## config.mk

```make
export PLATFORM = sky130hd
export DESIGN_NAME = decoder_3_8_seq
export DESIGN_NICKNAME = d
export VERILOG_FILES = /design/src/rtl/decoder_3_8_seq.sv
export SDC_FILE = /design/constraint.sdc
export NUM_CORES = 1
export LEC_CHECK = 0
export CAP_MARGIN = 20
export CORE_MARGIN = 1
export CORE_UTILIZATION = 40
export DETAILED_ROUTE_END_ITERATION = 10
export DONT_BUFFER_PORTS = 1
export PLACE_DENSITY_LB_ADDON = 0.15
export SYNTH_ARGS = -nofsm -noshare
export SYNTH_HDL_FRONTEND = slang
export SYNTH_SLANG_ARGS = --single-unit
```

## constraint.sdc

```tcl
create_clock -name clk -period 2.6 [get_ports clk]
set_input_delay 0.65 -clock clk [delete_from_list [all_inputs] [get_ports clk]]
set_output_delay 0.65 -clock clk [all_outputs]
set_load 0.02 [all_outputs]
```

## src/rtl/decoder_3_8_seq.sv

```systemverilog
// Sequential 3-to-8 decoder: buffers 3-bit codes in a small FIFO and replays each
// as a one-hot word on d_out for HOLD enabled cycles, back-to-back when codes are waiting.
module decoder_3_8_seq #(
    parameter int DEPTH = 4,
    parameter int HOLD  = 3
) (
    input  logic       clk,
    input  logic       rst,
    input  logic [2:0] d_in,
    input  logic       in_valid,
    output logic       in_ready,
    input  logic       en,
    output logic [7:0] d_out,
    output logic       out_valid,
    output logic [7:0] dec_count
);

    localparam int AW = $clog2(DEPTH);
    localparam int CW = AW + 1;
    localparam int HW = (HOLD > 1) ? $clog2(HOLD) : 1;

    typedef enum logic {
        IDLE,
        SHOW
    } state_e;

    logic [2:0]    mem_q [DEPTH];
    logic [AW-1:0] wr_ptr_q, rd_ptr_q;
    logic [CW-1:0] count_q;

    state_e        state_q, state_d;
    logic [HW-1:0] hold_q, hold_d;
    logic [7:0]    d_out_q, d_out_d;
    logic          out_valid_q, out_valid_d;
    logic [7:0]    dec_count_q, dec_count_d;

    logic full, empty, push, pop;

    // in_ready comes straight from the registered occupancy, so a pop in the
    // same cycle never opens a slot for a push while full.
    assign full     = (count_q == CW'(DEPTH));
    assign empty    = (count_q == '0);
    assign in_ready = !full;
    assign push     = in_valid && !full;

    // A load happens from IDLE, or from SHOW once the current word has used its hold.
    assign pop = en && !empty && (state_q == IDLE || hold_q == '0);

    always_comb begin
        // NOTE: every next-state signal gets a default before any branch, so no
        // path through the block leaves one unassigned and no latch is inferred.
        state_d     = state_q;
        hold_d      = hold_q;
        d_out_d     = d_out_q;
        out_valid_d = out_valid_q;
        dec_count_d = dec_count_q;

        if (pop) begin
            d_out_d     = 8'd1 << mem_q[rd_ptr_q];
            out_valid_d = 1'b1;
            hold_d      = HW'(HOLD - 1);
            dec_count_d = dec_count_q + 8'd1;
            state_d     = SHOW;
        end else if (state_q == SHOW && en) begin
            if (hold_q != '0) begin
                hold_d = hold_q - 1'b1;
            end else begin
                d_out_d     = 8'h00;
                out_valid_d = 1'b0;
                state_d     = IDLE;
            end
        end
    end

    // NOTE: state uses non-blocking assignments so every register samples the
    // pre-edge values, independent of the order of statements or processes.
    always_ff @(posedge clk or posedge rst) begin
        if (rst) begin
            state_q     <= IDLE;
            hold_q      <= '0;
            d_out_q     <= 8'h00;
            out_valid_q <= 1'b0;
            dec_count_q <= 8'h00;
            wr_ptr_q    <= '0;
            rd_ptr_q    <= '0;
            count_q     <= '0;
        end else begin
            state_q     <= state_d;
            hold_q      <= hold_d;
            d_out_q     <= d_out_d;
            out_valid_q <= out_valid_d;
            dec_count_q <= dec_count_d;
            if (push) wr_ptr_q <= wr_ptr_q + 1'b1;
            if (pop)  rd_ptr_q <= rd_ptr_q + 1'b1;
            case ({push, pop})
                2'b10:   count_q <= count_q + 1'b1;
                2'b01:   count_q <= count_q - 1'b1;
                default: count_q <= count_q;
            endcase
        end
    end

    // NOTE: the storage array has no reset; the pointers and occupancy define
    // which entries are live, so clearing the data itself would add nothing.
    always_ff @(posedge clk) begin
        if (push) mem_q[wr_ptr_q] <= d_in;
    end

    assign d_out     = d_out_q;
    assign out_valid = out_valid_q;
    assign dec_count = dec_count_q;

endmodule
```

Word level (Yosys, flattened, before mapping). Memory sizes are Yosys's and may differ from the RTL's. Index checks and enable logic that the tools add are counted.

Logic and storage cells: 47. Output and inout bits: 18. Flip-flop bits (word level): 26. RAM bits: 12. Memories: 1.

Memories: mem_q (words 4, bits a word 3, read ports 1, clocked after Yosys merged registers in 0, wr ports 1, line 27) `logic [2:0] mem_q [DEPTH];`.

Eq/ne operators: 4. Add/sub/neg operators: 6. Shift-type cells: 1. Multiplexer cells: 12. Reductions and logical operators: 15. Bitwise operators: 1.

Operator list (count): 8-bit two-way mux (3); 8-bit by 1-bit adder with 8-bit output, second input constant (1); 2-bit nonzero test (4); 1-bit by 3-bit << shifter with 8-bit output, first input constant (1); 2-bit two-way mux (3); 3-bit one-hot mux with 2 select lines (1); 1-bit two-way mux (5); 2-bit by 1-bit adder with 2-bit output, second input constant (2); 1-bit logical AND (4); 2-bit AND reduction (2); 3-bit by 1-bit adder with 3-bit output, second input constant (1); 3-bit == test, second input constant (1); 3-bit zero test (1); 3-bit by 1-bit subtractor with 3-bit output, second input constant (1); 2-bit by 1-bit == test with 1-bit output, second input constant (1); 2-bit == test, second input constant (1); 1-bit zero test (2); 2-bit zero test (1); 2-bit != test, second input constant (1); 2-bit by 1-bit subtractor with 2-bit output, second input constant (1); 1-bit logical OR (1); 1-bit NOT (1).

Depth between registers and ports, before layout. Gate-level depths: netlist of run 1.

Depth in word-level cells: 6. Depth in mapped cells: 12. Depth with buffers taken out: 11.

Worst setup path after synthesis of run 1. No wires, ideal clock.

Path kind: register to register. Start point: register hold_q[0]. End point: register count_q[2]. Clock period less this slack: 2108 ps. Stages on the path, launching flop included: 13. Buffers on the path: 1. Arrival time: 2029 ps. Path slack: 492 ps. Path through: dfrtp_1 inv_1 ha_1 nand2b_1 nand3_4 inv_2 buf_6 ha_1 inv_1 fa_1 xor2_1 nor2_1 xor2_1.

Longest elaborated chain between the ends: 5.

Ends and longest elaborated chain: start, declared (line 32) `logic [HW-1:0] hold_q, hold_d;`; start signal, assigned (line 89) `hold_q <= hold_d;`; 2-bit zero test * (line 47) `assign pop = en && !empty && (state_q == IDLE || hold_q == '0);`; 1-bit logical OR * (line 47); 1-bit logical AND * (line 47); 2-bit by 1-bit == test with 1-bit output or 2-bit == test (tied branches) (line 95) `case ({push, pop})`; 3-bit one-hot mux with 2 select lines or 2-bit nonzero test (tied branches); end signal, assigned (line 96) `2'b10: count_q <= count_q + 1'b1;`; end signal, assigned (line 97) `2'b01: count_q <= count_q - 1'b1;`; end signal, assigned (line 98) `default: count_q <= count_q;`; end, declared (line 29) `logic [CW-1:0] count_q;`.

Every way passes the cells marked *; elsewhere a longest branch is shown, timed or not. A chain may end at the register's enable or synchronous reset.

Final worst setup path of run 1. Same ends and word-level chain as after synthesis.

==> flow_summary_export.csv, run 1 <==
group,metric,value,unit
route,ant_nets,0,
floorplanning,die_w,66.72,µm
route,drtIter0Drc,26,
synth,syn_area,0.001675,mm²
cells_and_area,drive_above_1_share,0.1385,
synth,synth-compound-area-share,0.06647,
synth,synthCells,122,
floorplanning,floorplan.die_area,0.004451,mm²
place,portBuffers,0,
setup_path,cp_data_required_time,2.81,ns
place,finalWeightedCongestion,0.8097,
timing,setup-violations-final,0,
clocking,cts_tree,"done",
setup_path,cp.arrival,2.51,ns
setup_path,critPathKind,"register to register",
floorplanning,core_area,0.004000,mm²
synth,synthMuxAreaShare,0.05302,
setup_path,critPathMaxFanout,11,
cells_and_area,post-route-util,0.4539,
cells_and_area,syn_to_final_growth,8.364,%
setup_path,cp-end-kind,"register",
synth,ys_top_cells_by_count,"dfrtp_1, edfxtp_1, nand2_1, xnor2_1, inv_1",
timing,slew_headroom,0.7421,
timing,fin_crit,2.308,ns
timing,worstMarginPinSlew,0.3868,ns
floorplanning,io_pins,25,
floorplanning,chipHeight,66.72,µm
synth,async_flop_share,0.6842,
global_routing,antenna_found_initial,0,
synth,synth_nets,137,
clocking,clockRootBuffer,"clkbuf_8",
timing,fin_crit_sh,0.8877,
synth,yosysWarningCount,0,
timing,fin_worst_skew,0.004759,ns
outcome,status,"complete, no violations",
clocking,clock_sinks,38,
floorplanning,initial_core_util,0.4188,
synth,yosysTopAreaCell,"dfrtp_1",
floorplanning,rows,23,
global_routing,grt_max_degree,19,
route,num_vias,940,
synth,synth-simple-area-share,0.1068,
clocking,hold_buffers,0,
cells_and_area,antennaDiodeCount,0,
synth,synth-seq-cells,38,
route,wire_per_inst,15.16,µm
cells_and_area,final_nets,144,
global_routing,grt.total_usage,0.1504,
route,first_pass_iters,4,
synth,yosys.area.top_type_share,0.3883,
power,cellPowerDensity,1206,mW/mm²
clocking,clock_latency,0.29,ns
power,total_power,2.189,mW
timing,finalSetupTns,0,ns
synth,ys.flop_type,"dfrtp_1",
synth,synth_edf_count,12,
timing,max_freq,0.4333,GHz
synth,ys_seq_area_frac,0.6034,
power,p_leak,0.7803,nW
synth,synth-adder-area-share,0.06423,
synth,synth_top_family_by_area,"simple AND/OR/NAND/NOR gates",
synth,synth.most_common_cell,"dfrtp_1",
cells_and_area,final_area,0.001815,mm²
timing,grt_setup_unrepaired,"no",
setup_path,start_kind,"register",
clocking,cts_buffer_depth,2,
synth,syn-mean-instance-area,13.73,µm²
clocking,cts_resized,0,
global_routing,grt-ovfl-total,0,
synth,yosys-top-cells-area,"dfrtp_1, edfxtp_1, xnor2_1",
route,vias_per_cell,5.222,
worst_hold_path,hold_path_class,"input port to async pin",
global_routing,grt_pass1_wl,4740,µm
clocking,cts_htree_levels,2,
run,cap_violations,0,
power,irDropWorstVdd,0.3500,mV
global_routing,first_global_vias,1017,
clocking,cts.clk_slew.worst_paths,0.08,ns
clocking,cts_setup_buffers,0,
route,routed_wl,2729,µm
synth,synth.distinct_cells,29,
synth,synth-xor-area-share,0.06796,
timing,slew_violations,0,
route,drc_errors,0,
place,hpwl,2026,µm
clocking,numCtsBuffers,5,
place,place_area,0.001730,mm²
timing,hold_violations,0,
critical path, stage by stage (launching register included):
cell,delay (ns)
dfrtp_1,0.37
inv_1,0.08
ha_1,0.18
nand2b_1,0.20
nand3_4,0.13
inv_2,0.18
ha_1,0.21
inv_1,0.06
fa_1,0.37
xor2_1,0.15
nor2_1,0.11
xor2_1,0.18
metal layers:
| layer | track usage | wire, µm |
|---|---|---|
| met5 | 0 | 0 |
| met4 | 0.07713 | 60 |
| met3 | 0.07021 | 180 |
| met2 | 0.2348 | 1293 |
| met1 | 0.1705 | 1195 |
per-stage QoR:
step	setup WS (ns)	instances	hold WS, ns
2_1_floorplan	0.4920	122	0.4595
3_3_place_gp	0.4223	172	0.4847
3_5_place_dp	0.3037	172	0.4975
4_1_cts	0.2832	180	0.1995
5_1_grt	0.1173	180	0.2185
6_report	0.2920	180	0.1959
area by class of cell:
class	instances	area, µm²
Clock buffer	5	68.82
Timing Repair Buffer	2	15.01
Clock inverter	3	16.27
Inverter	11	41.29
Tap cell	50	62.56
Fill cell	377	2185
Multi-Input combinational cell	71	600.6
Sequential cell	38	1011
worst paths after layout:
path | from | end | slack, ns | cells after the start
max reg2reg | hold_q[0] | count_q[2] | 0.29 | 11
min | rst | out_valid | 0.20 | 1
max in group asynchronous | rst | dec_count[7] | 1.86 | 2
min reg2reg | count_q[0] | count_q[0] | 0.50 | 1
min in group clk | en | hold_q[1] | 0.44 | 1
max | hold_q[0] | count_q[2] | 0.29 | 11
cells in the final DEF, fill, tap and decap left out, types with 2 or more instances in the layout:
cell type / count
xor2_1: 2
nand3_1: 2
clkbuf_8: 5
nand4_1: 5
ha_1: 7
a22o_1: 2
nand2_1: 11
buf_4: 2
dfrtp_1: 26
mux4_2: 3
nor2_1: 3
and3_1: 6
edfxtp_1: 12
xnor2_1: 11
o31ai_1: 3
inv_1: 10
a32o_1: 4
kinds of logic after synthesis:
kind of cell / Yosys count
compound gates: 13
xor+xnor: 13
fa+ha+maj: 8
buf+inv: 13
flops: 38
mux: 5
simple gates: 32
power breakdown:
part	leakage [nW]	switching [mW]	internal, mW
combinational	0.301	0.362	0.307
sequential	0.438	0.300	0.828
clock	0.0416	0.209	0.183
flip-flops by register name (all words and copies together), names as in the netlist:
name / flops
mem_q: 12
out_valid: 1
wr_ptr_q: 2
dec_count: 8
hold_q: 2
d_out: 8
count_q: 3
rd_ptr_q: 2
No activity file was read; power rests on OpenSTA's default activity.
==> run 2: changes to the inputs <==
--- a/config.mk
+++ b/config.mk
@@ -7,7 +7,7 @@
 export LEC_CHECK = 0
 export CAP_MARGIN = 20
 export CORE_MARGIN = 1
-export CORE_UTILIZATION = 40
+export CORE_UTILIZATION = 60
 export DETAILED_ROUTE_END_ITERATION = 10
 export DONT_BUFFER_PORTS = 1
 export PLACE_DENSITY_LB_ADDON = 0.15
==> run 2 against run 1 <==
Register-to-register slack better by 0.05 ns. Largest power group unchanged. Final cell count is 12% lower. Clock skew is 0.0014 ns lower. Wire length is 7.8% lower. Fmax is 2.0% higher. Worst setup slack better by 0.046 ns. Sequential share of layout area is 1.2 points higher. Clock power is 4% lower. Die area is 32% lower. Hold slack better by 0.037 ns. Global-route usage is 4.7 points higher.
==> flow_summary_export.csv, run 2 (synthesis results as in run 1) <==
group,metric,value,unit
cells_and_area,final_common_cell,"dfrtp_1",
global_routing,grt_pass1_wl,4022,µm
timing,hold_violations,0,
timing,whs,0.2327,ns
global_routing,grt-ovfl-total,0,
clocking,clock_sinks,38,
power,swShare,0.3899,
setup_path,cp-end-kind,"register",
power,p_clk_frac,0.174,
place,portBuffers,0,
clocking,cts_resized,0,
route,num_vias,940,
floorplanning,core_area,0.002567,mm²
setup_path,crit_chain,"inv_1 > ha_1 > nand2b_1 > nand3_4 > inv_2 > ha_1 > inv_1 > fa_1 > xor2_1 > nor2_1 > xor2_1",
timing,slew_headroom,0.7421,
cells_and_area,regMostFlops,"mem_q",
global_routing,grt_max_degree,27,
outcome,status,"complete, no violations",
setup_path,critPathMaxFanout,11,
route,wire_per_inst,15.83,µm
global_routing,antenna_found_initial,0,
power,p_leak,0.7781,nW
floorplanning,die_w,54.84,µm
timing,grt_setup_unrepaired,"no",
run,cap_violations,0,
cells_and_area,syn_to_final_growth,6.124,%
power,irDropWorstVdd,1.009,mV
power,cellPowerDensity,1214,mW/mm²
clocking,numCtsBuffers,5,
setup_path,slowest_delay,0.37,ns
clocking,hold_buffers,0,
timing,slew_violations,0,
floorplanning,io_pins,25,
route,drtIter0Drc,10,
timing,fin_crit,2.262,ns
timing,setup-violations-final,0,
clocking,clockRootBuffer,"clkbuf_4",
route,routed_wl,2517,µm
clocking,cts_buffer_depth,2,
route,ant_nets,0,
setup_path,cp_data_required_time,2.87,ns
place,hpwl,1913,µm
power,seqPwrFrac,0.523,
route,drc_errors,0,
setup_path,critPathKind,"register to register",
setup_path,worst_path_max_delay_cell,"dfrtp_1",
cells_and_area,drive_above_1_share,0.1318,
worst_hold_path,hold_path_class,"input port to async pin",
timing,fin_worst_skew,0.003404,ns
clocking,cts_setup_buffers,0,
clocking,cts_htree_levels,2,
timing,max_freq,0.4420,GHz
global_routing,grt.total_usage,0.1976,
cells_and_area,largest_register_ffs,12,
timing,finalSetupTns,0,ns
timing,worstMarginPinSlew,0.3858,ns
power,p_sw,0.8418,mW
cells_and_area,final_cell_mix,"dfrtp_1, edfxtp_1, nand2_1, xnor2_1, inv_1",
cells_and_area,fillers,193,
setup_path,start_kind,"register",
route,first_pass_iters,4,
clocking,clock_latency,0.33,ns
floorplanning,initial_core_util,0.6525,
floorplanning,chipHeight,54.84,µm
place,finalWeightedCongestion,0.7612,
setup_path,cp.arrival,2.53,ns
global_routing,first_global_vias,910,
clocking,cts_tree,"done",
timing,fin_crit_sh,0.8701,
route,vias_per_cell,5.912,
cells_and_area,antennaDiodeCount,0,
floorplanning,floorplan.die_area,0.003007,mm²
cells_and_area,final_nets,143,
power,p_comb_frac,0.303,
floorplanning,rows,18,
power,intPower,1.317,mW
clocking,cts.clk_slew.worst_paths,0.11,ns
[run 2: changes by cell type in the layout (fill, tap and decap cells not counted)]
cell	previous run	this run
clkinvlp_4	1	0
clkbuf_4	0	5
clkinv_1	1	0
buf_4	2	1
clkbuf_1	0	1
clkinv_2	1	0
clkbuf_16	0	1
clkbuf_8	5	1
[run 2: final cells by class]
class | instances | area, µm² | area share
Clock buffer | 8 | 80.08 | 0.04504
Inverter | 11 | 41.29 | 0.02322
Multi-Input combinational cell | 71 | 600.6 | 0.3378
Sequential cell | 38 | 1011 | 0.5686
Tap cell | 30 | 37.54 | 0.02111
Timing Repair Buffer | 1 | 7.507 | 0.004222
[run 2: metrics by stage]
stage	worst slack, ns	std cells	power (mW)	area, µm²	utilization
floorplan	0.4920	122	1.667	1675	-
global placement	0.4363	151	1.761	1698	0.6613
detailed placement	0.3332	151	1.809	1698	0.6613
CTS	0.3246	159	2.182	1778	0.6925
global route	0.1467	159	2.313	1778	0.6925
finish	0.3378	159	2.159	1778	0.6925
[run 2: path summary, 6_finish.rpt]
kind	cells after the start	slack, ns	end	from
max	11	0.34	count_q[2]	hold_q[0]
min	2	0.23	wr_ptr_q[0]	rst
max reg2reg	11	0.34	count_q[2]	hold_q[0]
min reg2reg	1	0.51	count_q[2]	count_q[2]
max in group asynchronous	2	2.13	d_out[7]	rst
min in group clk	0	0.40	mem_q[2][2]	d_in[2]
[run 2: power groups by stage]
stage	registers (mW)	clock network, mW	logic, mW
after CTS	1.13	0.382	0.667
after global routing	1.17	0.403	0.742
final	1.13	0.376	0.655
after global placement	1.14	0	0.626
after detailed placement	1.14	0	0.667
after floorplan	1.08	0	0.586
[run 2: layer usage]
| layer | wire length, µm | GRT usage | vias up |
|---|---|---|---|
| met5 | 0 | 0 | - |
| met4 | 30 | 0.08974 | 0 |
| met3 | 126 | 0.06667 | 4 |
| li1 | - | - | 444 |
| met2 | 1210 | 0.3012 | 23 |
| met1 | 1149 | 0.2523 | 469 |
[run 2: worst max-delay path, delay by kind of cell, from the launching register on]
family                   cells  cell delay, ns
AND/OR/NAND/NOR              3            0.45
adder cells (fa/ha/maj)      3            0.77
buffers and inverters        3            0.32
XOR/XNOR                     2            0.30
flip-flops                   1            0.37
